`src/rtl/mef_vedacao_if.sv`:
```
// Sealing-station bus: request/completion handshake, operator reload and actuator/status lines.
// Optional macro CAP_SENSOR_EN adds the cap-presence input and the sealing-failure flag.
interface mef_vedacao_if #(
    parameter int CAP_W = 5
);
    logic             pos_ve;
    logic             reload;
    logic             ve_done;
    logic             dispensa;
    logic             pistao;
    logic [CAP_W-1:0] estoque;
    logic             alarme;
`ifdef CAP_SENSOR_EN
    logic             tampa_ok;
    logic             falha_ved;

    modport master (
        output pos_ve, reload, tampa_ok,
        input  ve_done, dispensa, pistao, estoque, alarme, falha_ved
    );
    modport slave (
        input  pos_ve, reload, tampa_ok,
        output ve_done, dispensa, pistao, estoque, alarme, falha_ved
    );
`else
    modport master (
        output pos_ve, reload,
        input  ve_done, dispensa, pistao, estoque, alarme
    );
    modport slave (
        input  pos_ve, reload,
        output ve_done, dispensa, pistao, estoque, alarme
    );
`endif
endinterface

```
`src/rtl/mef_vedacao.sv`:
```
// Sealing-station controller: dispense cap, lower/hold/raise piston, report ve_done, track cap stock.
// Optional macro CAP_SENSOR_EN: checks tampa_ok on the last HOLD cycle, retries once, flags falha_ved.
module mef_vedacao #(
    parameter int CAP_W       = 5,
    parameter int CAP_MAX     = 20,
    parameter int DOWN_CYCLES = 4,
    parameter int HOLD_CYCLES = 8,
    parameter int UP_CYCLES   = 4
) (
    input  logic         clk,
    input  logic         reset,
    mef_vedacao_if.slave bus
);
    localparam int T_MAX = (DOWN_CYCLES > HOLD_CYCLES)
                         ? ((DOWN_CYCLES > UP_CYCLES) ? DOWN_CYCLES : UP_CYCLES)
                         : ((HOLD_CYCLES > UP_CYCLES) ? HOLD_CYCLES : UP_CYCLES);
    localparam int TMR_W = (T_MAX > 1) ? $clog2(T_MAX) : 1;

    localparam logic [TMR_W-1:0] DOWN_LAST  = TMR_W'(DOWN_CYCLES - 1);
    localparam logic [TMR_W-1:0] HOLD_LAST  = TMR_W'(HOLD_CYCLES - 1);
    localparam logic [TMR_W-1:0] UP_LAST    = TMR_W'(UP_CYCLES - 1);
    localparam logic [CAP_W-1:0] STOCK_FULL = CAP_W'(CAP_MAX);

    typedef enum logic [2:0] {
        IDLE  = 3'd0,
        FEED  = 3'd1,
        DOWN  = 3'd2,
        HOLD  = 3'd3,
        UP    = 3'd4,
        DONE  = 3'd5,
        WREL  = 3'd6,
        EMPTY = 3'd7
    } state_e;

    state_e           state_q, state_d;
    logic [TMR_W-1:0] timer_q, timer_d;
    logic [CAP_W-1:0] estoque_q, estoque_d;
    logic             abort_q, abort_d;
    logic             dispensa_q, pistao_q, ve_done_q, alarme_q;
`ifdef CAP_SENSOR_EN
    logic             fail_q, fail_d;
    logic             retry_q, retry_d;
    logic             bad_q, bad_d;
    logic             falha_ved_q;
`endif

    // Next-state, dwell timer and cap-stock bookkeeping.
    always_comb begin
        state_d   = state_q;
        timer_d   = timer_q + TMR_W'(1);
        abort_d   = abort_q;
        estoque_d = estoque_q;
`ifdef CAP_SENSOR_EN
        fail_d    = fail_q;
        retry_d   = retry_q;
        bad_d     = bad_q;
`endif
        case (state_q)
            IDLE: begin
                timer_d = '0;
                if (bus.pos_ve) begin
                    if (estoque_q != '0) begin
                        state_d = FEED;
`ifdef CAP_SENSOR_EN
                        fail_d  = 1'b0;
                        retry_d = 1'b0;
                        bad_d   = 1'b0;
`endif
                    end else begin
                        state_d = EMPTY;
                    end
                end else begin
                    state_d = IDLE;
                end
            end
            FEED: begin
                timer_d = '0;
                abort_d = 1'b0;
                state_d = DOWN;
                if (estoque_q != '0) begin
                    estoque_d = estoque_q - CAP_W'(1);
                end else begin
                    estoque_d = estoque_q;
                end
            end
            DOWN: begin
                if (!bus.pos_ve) begin
                    state_d = UP;
                    timer_d = '0;
                    abort_d = 1'b1;
                end else if (timer_q == DOWN_LAST) begin
                    state_d = HOLD;
                    timer_d = '0;
                end else begin
                    state_d = DOWN;
                end
            end
            HOLD: begin
                if (!bus.pos_ve) begin
                    state_d = UP;
                    timer_d = '0;
                    abort_d = 1'b1;
                end else if (timer_q == HOLD_LAST) begin
                    state_d = UP;
                    timer_d = '0;
`ifdef CAP_SENSOR_EN
                    if (!bus.tampa_ok) begin
                        if (retry_q) begin
                            bad_d = 1'b1;
                        end else begin
                            fail_d = 1'b1;
                        end
                    end else begin
                        fail_d = fail_q;
                    end
`endif
                end else begin
                    state_d = HOLD;
                end
            end
            UP: begin
                if (timer_q == UP_LAST) begin
                    timer_d = '0;
                    // A dropped request by the end of UP means the bottle is gone: no ve_done.
                    if (abort_q || !bus.pos_ve) begin
                        state_d = IDLE;
`ifdef CAP_SENSOR_EN
                    end else if (fail_q) begin
                        fail_d  = 1'b0;
                        retry_d = 1'b1;
                        if (estoque_q != '0) begin
                            state_d = FEED;
                        end else begin
                            state_d = DONE;
                            bad_d   = 1'b1;
                        end
`endif
                    end else begin
                        state_d = DONE;
                    end
                end else begin
                    state_d = UP;
                end
            end
            DONE: begin
                timer_d = '0;
                state_d = WREL;
            end
            WREL: begin
                timer_d = '0;
                if (!bus.pos_ve) begin
                    state_d = IDLE;
                end else begin
                    state_d = WREL;
                end
            end
            EMPTY: begin
                timer_d = '0;
                if (bus.reload || !bus.pos_ve) begin
                    state_d = IDLE;
                end else begin
                    state_d = EMPTY;
                end
            end
            default: begin
                timer_d = '0;
                state_d = IDLE;
            end
        endcase
        if (bus.reload) begin
            estoque_d = STOCK_FULL;
        end else begin
            estoque_d = estoque_d;
        end
    end

    // State registers; outputs are registered decodes of the next state.
    always_ff @(posedge clk or negedge reset) begin
        if (!reset) begin
            state_q     <= IDLE;
            timer_q     <= '0;
            estoque_q   <= STOCK_FULL;
            abort_q     <= 1'b0;
            dispensa_q  <= 1'b0;
            pistao_q    <= 1'b0;
            ve_done_q   <= 1'b0;
            alarme_q    <= 1'b0;
`ifdef CAP_SENSOR_EN
            fail_q      <= 1'b0;
            retry_q     <= 1'b0;
            bad_q       <= 1'b0;
            falha_ved_q <= 1'b0;
`endif
        end else begin
            state_q     <= state_d;
            timer_q     <= timer_d;
            estoque_q   <= estoque_d;
            abort_q     <= abort_d;
            dispensa_q  <= (state_d == FEED);
            pistao_q    <= (state_d == DOWN) || (state_d == HOLD);
            ve_done_q   <= (state_d == DONE);
            alarme_q    <= (state_d == EMPTY);
`ifdef CAP_SENSOR_EN
            fail_q      <= fail_d;
            retry_q     <= retry_d;
            bad_q       <= bad_d;
            falha_ved_q <= (state_d == DONE) && bad_d;
`endif
        end
    end

    assign bus.dispensa  = dispensa_q;
    assign bus.pistao    = pistao_q;
    assign bus.ve_done   = ve_done_q;
    assign bus.alarme    = alarme_q;
    assign bus.estoque   = estoque_q;
`ifdef CAP_SENSOR_EN
    assign bus.falha_ved = falha_ved_q;
`endif
endmodule

```
`src/flat_wrapper.sv`:
```
// flat-port wrapper written by rule: the top's interface ports become plain ports
module mef_vedacao_flat 
#(
    parameter int CAP_W       = 5,
    parameter int CAP_MAX     = 20,
    parameter int DOWN_CYCLES = 4,
    parameter int HOLD_CYCLES = 8,
    parameter int UP_CYCLES   = 4
)
  (clk, reset, bus_pos_ve, bus_reload, bus_ve_done, bus_dispensa, bus_pistao, bus_estoque, bus_alarme);
  mef_vedacao_if #(.CAP_W(CAP_W)) bus_i ();
  input  logic clk;
  input  logic reset;
  input wire logic [$bits(bus_i.pos_ve)-1:0] bus_pos_ve;
  input wire logic [$bits(bus_i.reload)-1:0] bus_reload;
  output wire logic [$bits(bus_i.ve_done)-1:0] bus_ve_done;
  output wire logic [$bits(bus_i.dispensa)-1:0] bus_dispensa;
  output wire logic [$bits(bus_i.pistao)-1:0] bus_pistao;
  output wire logic [$bits(bus_i.estoque)-1:0] bus_estoque;
  output wire logic [$bits(bus_i.alarme)-1:0] bus_alarme;
  assign bus_i.pos_ve = bus_pos_ve;
  assign bus_i.reload = bus_reload;
  assign bus_ve_done = bus_i.ve_done;
  assign bus_dispensa = bus_i.dispensa;
  assign bus_pistao = bus_i.pistao;
  assign bus_estoque = bus_i.estoque;
  assign bus_alarme = bus_i.alarme;
  mef_vedacao #(.CAP_W(CAP_W), .CAP_MAX(CAP_MAX), .DOWN_CYCLES(DOWN_CYCLES), .HOLD_CYCLES(HOLD_CYCLES), .UP_CYCLES(UP_CYCLES)) u_core (.clk(clk), .reset(reset), .bus(bus_i));
endmodule
```
`config.mk`:
```
export PLATFORM = sky130hd
export DESIGN_NAME = mef_vedacao_flat
export DESIGN_NICKNAME = d
export VERILOG_FILES = /design/src/rtl/mef_vedacao_if.sv /design/src/rtl/mef_vedacao.sv /design/src/flat_wrapper.sv
export SDC_FILE = /design/constraint.sdc
export NUM_CORES = 1
export LEC_CHECK = 0
export ABC_AREA = 1
export BUFFER_PORTS_ARGS = -buffer_cell sky130_fd_sc_hd__buf_2
export CAP_MARGIN = 20
export CORE_ASPECT_RATIO = 0.9
export CORE_UTILIZATION = 40
export CTS_BUF_LIST = sky130_fd_sc_hd__clkbuf_4
export CTS_CLUSTER_SIZE = 28
export DETAILED_ROUTE_END_ITERATION = 7
export PLACE_DENSITY_LB_ADDON = 0.25
export SLEW_MARGIN = 20
export SYNTH_ARGS = -nofsm -noshare
export SYNTH_HDL_FRONTEND = slang
export SYNTH_SLANG_ARGS = --single-unit
```
`constraint.sdc`:
```
create_clock -name clk -period 1.5 [get_ports clk]
set_clock_uncertainty 0.15 [all_clocks]
set_input_delay 0.3 -clock clk [delete_from_list [all_inputs] [get_ports clk]]
set_output_delay 0.3 -clock clk [all_outputs]
set_load 0.05 [all_outputs]
```
# Word-level counts from Yosys, hierarchy flattened
# Index checks and enable logic that the tools add are counted.
# Widths: inputs -> output; s select.
dict set report word_totals {
  reg_bits 16
  in_bits 4
  output_inout_bits 9
  word_cells 59
}
dict set report classes {
  add_sub_neg 2
  eq_ne 15
  mux 21
  reduce_logical 13
}
# operator count
set ops {}
lappend ops {{$mux 3} 13}
lappend ops {{$pmux 3 s8} 1}
lappend ops {{$eq 3x3->1 const B} 7}
lappend ops {{$eq 3x2->1 const B} 5}
lappend ops {{$mux 5} 3}
lappend ops {{$pmux 3 s4} 1}
lappend ops {{$eq 3x1->1 const B} 2}
lappend ops {{$reduce_bool 2->1} 3}
lappend ops {{$reduce_bool 5->1} 1}
lappend ops {{$reduce_or 5->1} 1}
lappend ops {{$sub 5x1->5 const B} 1}
lappend ops {{$reduce_and 2->1} 2}
lappend ops {{$add 3x1->3 const B} 1}
lappend ops {{$logic_not 3->1} 1}
lappend ops {{$logic_or 1x1->1} 3}
lappend ops {{$mux 1} 2}
lappend ops {{$ne 2x2->1 const B} 1}
lappend ops {{$pmux 1 s2} 1}
lappend ops {{$reduce_or 2->1} 1}
lappend ops {{$logic_not 1->1} 1}

# Depth between registers and ports, before layout
# Gate-level depths: netlist of the first run.
dict set report logic_depth {
  depth_word 7
  depth_mapped 9
  ltp_nobuf 9
}

# Worst setup path before layout of the first run
# No wires, ideal clock.
dict set report synth_path {
  kind {register to register}
  start {register u_core.estoque_q[0] (netlist: u_core.bus.estoque[0])}
  end {register u_core.estoque_q[2] (netlist: u_core.bus.estoque[2])}
  setup_time_ps 84
  arrival_ps 1487
  required_ps 1266
  path_slack_ps -220
  path_stages_with_launch 9
  n_path_buf 0
  synth_period_minus_slack_ps 1720
  cell_sequence {dfrtp_1 > inv_1 > ha_1 > nand3_1 > nand2_1 > nand2_1 > nand2_1 > nand2_1 > nand3_1}
}
dict set report synth_between {
  elab_chain_cells 4
  elab_cells_between_ends 7
  cone_classes {add/sub: 1; mux: 3; reduce/logical: 3}
}
# element line
set synth_rtl {}
lappend synth_rtl {{start: declaration} mef_vedacao.sv:37} ;# logic [CAP_W-1:0] estoque_q, estoque_d;
lappend synth_rtl {{start signal: assignment} mef_vedacao.sv:197} ;# estoque_q <= estoque_d;
lappend synth_rtl {{$sub 5x1->5} mef_vedacao.sv:81} ;# estoque_d = estoque_q - CAP_W'(1);
lappend synth_rtl {{$mux 5} mef_vedacao.sv:80} ;# if (estoque_q != '0) begin
lappend synth_rtl {{$mux 5} mef_vedacao.sv:58} ;# case (state_q)
lappend synth_rtl {{$mux 5} mef_vedacao.sv:170} ;# if (bus.reload) begin
# Parallel ways exist; a longest one is shown, timed or not. The select of a mux whose other input is x is not followed.
# A chain may end at the register's enable or synchronous reset.

# Worst setup path in the final report of the first run
dict set report layout_path {
  start {register u_core.timer_q[0]}
  end {register u_core.alarme_q (netlist: u_core.bus.alarme)}
}
dict set report layout_between {
  elab_chain_cells 5
  elab_cells_between_ends 9
  cone_classes {eq/ne: 3; mux: 6}
}
# element line
set layout_rtl {}
lappend layout_rtl {{start: declaration} mef_vedacao.sv:36} ;# logic [TMR_W-1:0] timer_q, timer_d;
lappend layout_rtl {{start signal: assignment} mef_vedacao.sv:196} ;# timer_q <= timer_d;
lappend layout_rtl {{$eq 3x3->1 / $eq 3x2->1 (equally long branches)} {mef_vedacao.sv:103, mef_vedacao.sv:91, mef_vedacao.sv:122}}
lappend layout_rtl {{$mux 3 / $mux 1 (equally long branches)} {mef_vedacao.sv:103, mef_vedacao.sv:91}}
lappend layout_rtl {{$mux 3, on equally long branches} {mef_vedacao.sv:99, mef_vedacao.sv:87}}
lappend layout_rtl {{$pmux 3 s8 (*)} mef_vedacao.sv:58}
lappend layout_rtl {{$eq 3x3->1 (*)} mef_vedacao.sv:202} ;# alarme_q <= (state_d == EMPTY);
lappend layout_rtl {{end signal: assignment} mef_vedacao.sv:202}
lappend layout_rtl {{end: declaration} mef_vedacao.sv:39} ;# logic dispensa_q, pistao_q, ve_done_q, alarme_q;
# Mark *: on every way between the ends. The rest lies on a longest branch, timed or not.

==> reports/results.txt, run 1 <==
vias in the first global route -> 762
core footprint -> 2182 sq um
post-route ant nets -> 0
die area -> 2534 sq um
worst endpoint required time -> 1.57 ns
Startpoint Class -> register
Post-layout nets -> 158
Initial Util -> 0.4283
final instance area -> 1200 sq um
Total Power -> 2.235 mW
ANT cells -> 0
FP Rows -> 16
clk sinks -> 16
P&R area growth vs syn -> 28.38%
P per Cell Area -> 1863 nW/um^2
register bit total from synthesis -> 16
Clk Latency, worst-skew pair -> 0.29 ns
Comb pwr share -> 0.549
Unique masters post-synth -> 21
H-tree Lvls -> 1
Hold Violations, Final -> 0
gpl congestion -> 0.8474
P_int -> 1.153 mW
Final HPWL DP -> 1514 um
reg2reg start -> u_core.timer_q[0]
routed length per placed instance -> 11.86 um
final worst-path cycle share -> 1.022
capture point of the worst reg-to-reg path -> u_core.bus.alarme
Max VDD drop -> 0.0008776 V
number of remaining DRC errors -> 0
worst hold path type -> in -> reg
sequential-to-total area share from yosys stat -> 0.4311
initial antenna violation count -> 0
failing checks -> setup timing
Worst Setup End Kind -> register
register area -> 407.9 sq um
total grt overflow -> 0
Yosys Warn Count -> 0
layout cells sized above 1 -> 0.3265
hold path startpoint -> bus_reload
vias post-DR -> 870
final wirelength -> 2063 um
first-pass GRT wire length -> 3277 um
fillers -> 222
Reg2Reg Depth -> 9
syn_area_per_cell -> 7.477 sq um
1st-pass router iterations -> 4
clock-pin slew on the worst setup and hold paths -> 0.09 ns
Max Cap Viol -> 0
switching share of power -> 0.4840
endpoints failing setup -> 4
Hold WS -> 0.08714 ns
Gate Count Post-Synth -> 125
WP data arrival -> 1.61 ns
total global-route track usage -> 0.1858
largest net degree at the start of global routing -> 17
Die Y-Extent -> 47.86 um
minimum clock period -> 1.533 ns
Slew HR -> 0.7635
Num CTS Buffers -> 3
RSZ-0062 raised after global routing -> true
Core Util, Final -> 0.5499
CTS tree -> built
Port-buffer cells -> 12
Placed Instances -> 166
status -> complete, but fails checks
io pins -> 13
placed inst area -> 1056 sq um
kind of critical path -> reg -> reg
clk root buf -> clkbuf_4
initial DRC count -> 16
Max Clock Freq -> 652.3 MHz
hold path depth -> 2
actual slew at the worst max-slew pin -> 0.3547 ns
Vias/cell -> 5.000
final setup margin -> -0.03299 ns
switching power -> 1.082 mW
Max Fanout on Critical Path -> 4
Non-Filler Instances -> 174
footprint of the multi-input gates -> 533.0 sq um
TNS Setup -> -0.08515 ns
setup slack after placement -> -0.1028 ns
Mapped Nets -> 135
Hold EP -> u_core.bus.estoque[3]
clk buf depth -> 2
mapped cell area -> 934.6 sq um
die width -> 52.96 um
R2R setup slack -> -0.03 ns
leakage dissipation -> 0.5998 nW
Slew Viols, Final -> 0
sequential share of power -> 0.336
clock share of power -> 0.115
## worst max-delay path, cell delays in order (launching register included)
cell,delay [ns]
dfrtp_1,0.42
ha_4,0.19
ha_4,0.17
nor2_4,0.10
nand2_2,0.08
nand2_2,0.08
nor2_2,0.04
nand2_1,0.08
nand3_1,0.06
nor2_1,0.10
## power by group through the flow
stage | sequential [mW] | clock [mW] | combinational, mW
final | 0.751 | 0.258 | 1.23
after global routing | 0.774 | 0.289 | 1.36
after CTS | 0.737 | 0.271 | 1.13
after detailed placement | 0.730 | 0 | 1.08
after global placement | 0.731 | 0 | 1.07
after floorplan | 0.948 | 0 | 0.615
## logic make-up (layout without fill, tap and decap cells)
group	count (synthesis)	count (layout)	synth area share
adders and majority gates	6	6	0.08032
and+or+nand+nor	75	75	0.3494
buffers and inverters	18	40	0.07362
DFF	16	16	0.4311
xor gates and xnor gates	1	1	0.009373
AOI/OAI and AO/OA	9	9	0.05622
## how the worst max path moves through the flow
stage / from / to / slack, ns / depth (start not counted)
2_1_floorplan: u_core.timer_q[0] / u_core.bus.dispensa / 0.01 / 9
3_3_place_gp: u_core.timer_q[0] / u_core.bus.dispensa / -0.04 / 9
3_5_place_dp: u_core.timer_q[0] / u_core.bus.alarme / -0.10 / 9
4_1_cts: u_core.timer_q[0] / u_core.bus.alarme / -0.008 / 7
5_1_grt: u_core.timer_q[0] / u_core.bus.dispensa / -0.14 / 9
6_report: u_core.timer_q[0] / u_core.bus.alarme / -0.03 / 9
## cell usage in the layout (no fill, tap or decap), types with 3 or more instances in the layout
master / synthesis / layout
inv_1: 16 / 13
o21ai_1: 0 / 3
clkbuf_4: 0 / 4
ha_1: 6 / 3
nand2_2: 2 / 4
dfrtp_2: 0 / 4
nand2_1: 26 / 23
nor2_2: 1 / 4
nor2_1: 21 / 17
buf_2: 1 / 10
dfrtp_1: 14 / 10
nand3_1: 19 / 18
inv_2: 1 / 4
buf_4: 0 / 6
## flip-flops by register name, indices dropped and copies added, names as in the netlist
register             flops
u_core.bus.ve_done       1
u_core.state_q           3
u_core.bus.estoque       5
u_core.bus.alarme        1
u_core.bus.dispensa      1
u_core.bus.pistao        1
u_core.abort_q           1
u_core.timer_q           3
## metal layers
metal / vias to the layer above / routed length (um) / GRT usage
li1: 449 / - / -
met3: 2 / 104 / 0.06032
met1: 398 / 903 / 0.2265
met2: 21 / 1040 / 0.3215
met5: - / 0 / 0
met4: 0 / 15 / 0.04737
## cells in the mapped netlist
library cell  count  share of area
nand4_1           1         0.0067
nand3b_1          1         0.0080
inv_1            16          0.064
o21ai_0           5          0.027
nor3b_1           1         0.0080
nand3_1          19           0.10
buf_2             1         0.0053
a21boi_0          1         0.0080
dfstp_2           2          0.056
nand2_1          26           0.10
ha_1              6          0.080
xor2_1            1         0.0094
a21oi_1           1         0.0053
o21a_1            1         0.0080
nor2_1           21          0.084
nor3_1            3          0.016
nor2_2            1         0.0067
dfrtp_1          14           0.37
inv_2             1         0.0040
o211ai_1          1         0.0080
nand2_2           2          0.013
## area by class of cell
| type | count | share of cell area |
|---|---|---|
| inverter | 17 | 0.05318 |
| tap | 27 | 0.02815 |
| multi-input combinational | 91 | 0.4442 |
| clock buffer | 4 | 0.02503 |
| timing repair buffer | 19 | 0.1095 |
| sequential | 16 | 0.3399 |
## what timing repair did
item,CTS,global route
endpoints found under the setup margin,7,13
hold buffers,1,0
setup buffers,1,2
gates resized for setup,9,16
pin swaps,3,5
endpoints found under the hold margin,14,0
Note: power is estimated with default switching activity, not from simulation.
==> run 2: changes to the inputs <==
Settings changed: ABC_AREA 1 to 0, BUFFER_PORTS_ARGS -buffer_cell sky130_fd_sc_hd__buf_2 to not set, DONT_BUFFER_PORTS set to 1.
==> reports/results.txt, run 2 <==
P&R area growth vs syn -> 50.46%
gpl congestion -> 0.8335 (-1.6%)
syn_area_per_cell -> 9.917 sq um (+33%)
post-route ant nets -> 0 (unchanged)
FP Rows -> 16 (unchanged)
dominant cell type by area after synthesis -> dfrtp_1
routed length per placed instance -> 13.87 um (+17%)
vias post-DR -> 798 (-8.3%)
failing checks -> setup timing
Initial Util -> 0.4278 (-0.0004844)
initial antenna violation count -> 0 (unchanged)
Mapped Nets -> 105 (-22%)
setup slack after placement -> -0.4207 ns (-0.3179 ns)
clk root buf -> clkbuf_4
worst endpoint required time -> 1.54 ns (-0.03 ns)
leakage dissipation -> 0.5949 nW (-0.82%)
register bit total from synthesis -> 16 (unchanged)
Post-layout nets -> 139 (-12%)
Max VDD drop -> 0.001010 V (+15%)
Num CTS Buffers -> 3 (unchanged)
status -> complete, but fails checks
Async SR Flop Fraction -> 1.000 (unchanged)
commonest non-fill, non-tap cell in the layout -> buf_4
Port-buffer cells -> 0 (-12)
clock-pin slew on the worst setup and hold paths -> 0.09 ns (about the same)
ranking of synthesized cells by area -> dfrtp_1 37%, ha_1 8.0%, dfstp_2 5.6%
fillers -> 185 (-17%)
clk buf depth -> 2 (unchanged)
Total Power -> 2.480 mW (+11%)
initial DRC count -> 13 (-3)
Post-synth EDFFs -> 0 (unchanged)
minimum clock period -> 1.801 ns (+0.2675 ns)
layout cells sized above 1 -> 0.5078 (+0.1813)
placed inst area -> 1182 sq um (+12%)
clk sinks -> 16 (unchanged)
io pins -> 13 (unchanged)
Clk Latency, worst-skew pair -> 0.29 ns (about the same)
worst hold path type -> in -> reg
largest net degree at the start of global routing -> 17 (unchanged)
Slew Viols, Final -> 0 (unchanged)
Commonest cells post-synth -> 14 x dfrtp_1, 10 x inv_1, 9 x nand2_1, 9 x nor2_1, 6 x ha_1
final setup margin -> -0.3005 ns (-0.2675 ns)
final worst-path cycle share -> 1.200 (+0.1783)
die width -> 53.16 um (+0.38%)
final wirelength -> 2150 um (+4.2%)
Final HPWL DP -> 1520 um (+0.40%)
crit path cell chain -> ha_4 > ha_2 > and4b_1 > a211o_1 > a2111oi_4
die area -> 2554 sq um (+0.76%)
register area -> 407.9 sq um (unchanged)
P per Cell Area -> 1749 nW/um^2 (-6.1%)
H-tree Lvls -> 1 (unchanged)
Crit-path slowest cell -> dfrtp_1
Core Util, Final -> 0.6438 (+0.09387)
final instance area -> 1418 sq um (+18%)
Largest register FFs -> 5 (unchanged)
first-pass GRT wire length -> 3636 um (+11%)
Yosys Warn Count -> 0 (unchanged)
endpoints failing setup -> 12 (+8)
total global-route track usage -> 0.2079 (+0.02204)
Max Cap Viol -> 0 (unchanged)
1st-pass router iterations -> 4 (unchanged)
Slew HR -> 0.5298 (-0.2337)
Max Clock Freq -> 555.4 MHz (-15%)
CTS tree -> built
number of remaining DRC errors -> 0 (unchanged)
mapped cell area -> 942.2 sq um (+0.80%)
RSZ-0062 raised after global routing -> true
sequential-to-total area share from yosys stat -> 0.4276 (-0.003435)
footprint of the multi-input gates -> 630.6 sq um (+18%)
vias in the first global route -> 778 (+2.1%)
worst stage delay on the critical path -> 0.41 ns (about the same)
ys flop type -> dfrtp_1
kind of critical path -> reg -> reg
total grt overflow -> 0 (unchanged)
Worst Setup End Kind -> register
Max Fanout on Critical Path -> 4 (unchanged)
Gate Count Post-Synth -> 95 (-24%)
top cell type's share of synthesized area -> 0.3718 (-0.002987)
Startpoint Class -> register
Unique masters post-synth -> 34 (+62%)
cell with the most instances after synthesis -> dfrtp_1
core footprint -> 2202 sq um (+0.92%)
actual slew at the worst max-slew pin -> 0.7030 ns (+0.3483 ns)
most frequent cells in the layout -> 23 x buf_4, 10 x dfrtp_1, 9 x nand2_1
Vias/cell -> 5.148 (+3.0%)
ANT cells -> 0 (unchanged)
WP data arrival -> 1.84 ns (+0.23 ns)
Hold Violations, Final -> 0 (unchanged)
Die Y-Extent -> 48.04 um (+0.38%)
Hold WS -> 0.05033 ns (-0.03681 ns)
-- run 2: cell count changes after synthesis, moves of 2 or more --
cell      previous run  this run
nand2b_1             0         2
nor4_1               0         2
nor2b_1              0         2
inv_1               16        10
xnor2_1              0         4
a211oi_1             0         2
nand2_2              2         0
nand2_1             26         9
nand3_1             19         1
nor2_1              21         9
a31oi_1              0         2
a21oi_1              1         3
mux2i_1              0         2
-- run 2: cell families (layout without fill, tap and decap cells) --
group / Yosys count / count (layout) / share of synthesized area
DFF: 16 / 16 / 0.4276
buffers and inverters: 13 / 46 / 0.06242
xor gates and xnor gates: 4 / 4 / 0.03718
adders and majority gates: 6 / 6 / 0.07968
and+or+nand+nor: 37 / 37 / 0.2404
muxes: 2 / 2 / 0.02125
AOI/OAI and AO/OA: 17 / 17 / 0.1315
-- run 2: power by group --
part / internal (mW) / switching, mW / total [mW]
Combinational: 0.732 / 0.721 / 1.45
Clock: 0.0968 / 0.127 / 0.224
Sequential: 0.571 / 0.233 / 0.804
-- run 2: routing by layer --
metal  vias to the layer above  part of all wire  track usage
met3                         0             0.031      0.06667
met2                        12              0.52       0.3570
met5                         -                 0            0
met1                       388              0.45       0.2519
met4                         0                 0      0.06316
li1                        398                 -            -
-- run 2: layout make-up --
class	count	area share
clock buffers	3	0.01589
clock inverters	1	0.002648
inverters	10	0.02648
multi-input cells	66	0.4448
flip-flops and latches	16	0.2877
well taps	27	0.02383
repair buffers	32	0.1986
-- run 2: per-stage QoR --
step | setup TNS (ns) | instances
detailed placement | -2.017 | 144
global route | -2.326 | 155
global placement | -1.686 | 144
finish | -1.282 | 155
floorplan | -1.578 | 95
CTS | -1.455 | 154
-- run 2: worst max-delay path, delay by kind of cell, from the launching register on --
family | cells | cell delay [ns]
fa+ha+maj | 2 | 0.38
flops | 1 | 0.41
compound gates | 2 | 0.57
simple gates | 1 | 0.20
-- run 2: timing repair --
item | CTS | global route
pin swaps | 10 | 6
setup endpoints to repair | 15 | 16
resized for setup | 24 | 9
endpoints found under the hold margin | 21 | 1
setup buffers | 3 | 0
hold buffers | 3 | 1
-- run 2: final timing paths --
path | slack (ns) | cells past startpoint | startpoint | to
worst min register to register | 0.34 | 1 | u_core.timer_q[0] | u_core.timer_q[0]
max in group asynchronous | 0.37 | 1 | reset | u_core.state_q[1]
worst max-delay path | -0.30 | 5 | u_core.timer_q[0] | u_core.bus.alarme
worst min-delay path | 0.05 | 2 | bus_pos_ve | u_core.state_q[1]
worst max register to register | -0.30 | 5 | u_core.timer_q[0] | u_core.bus.alarme
min in group asynchronous | 0.34 | 1 | reset | u_core.bus.alarme
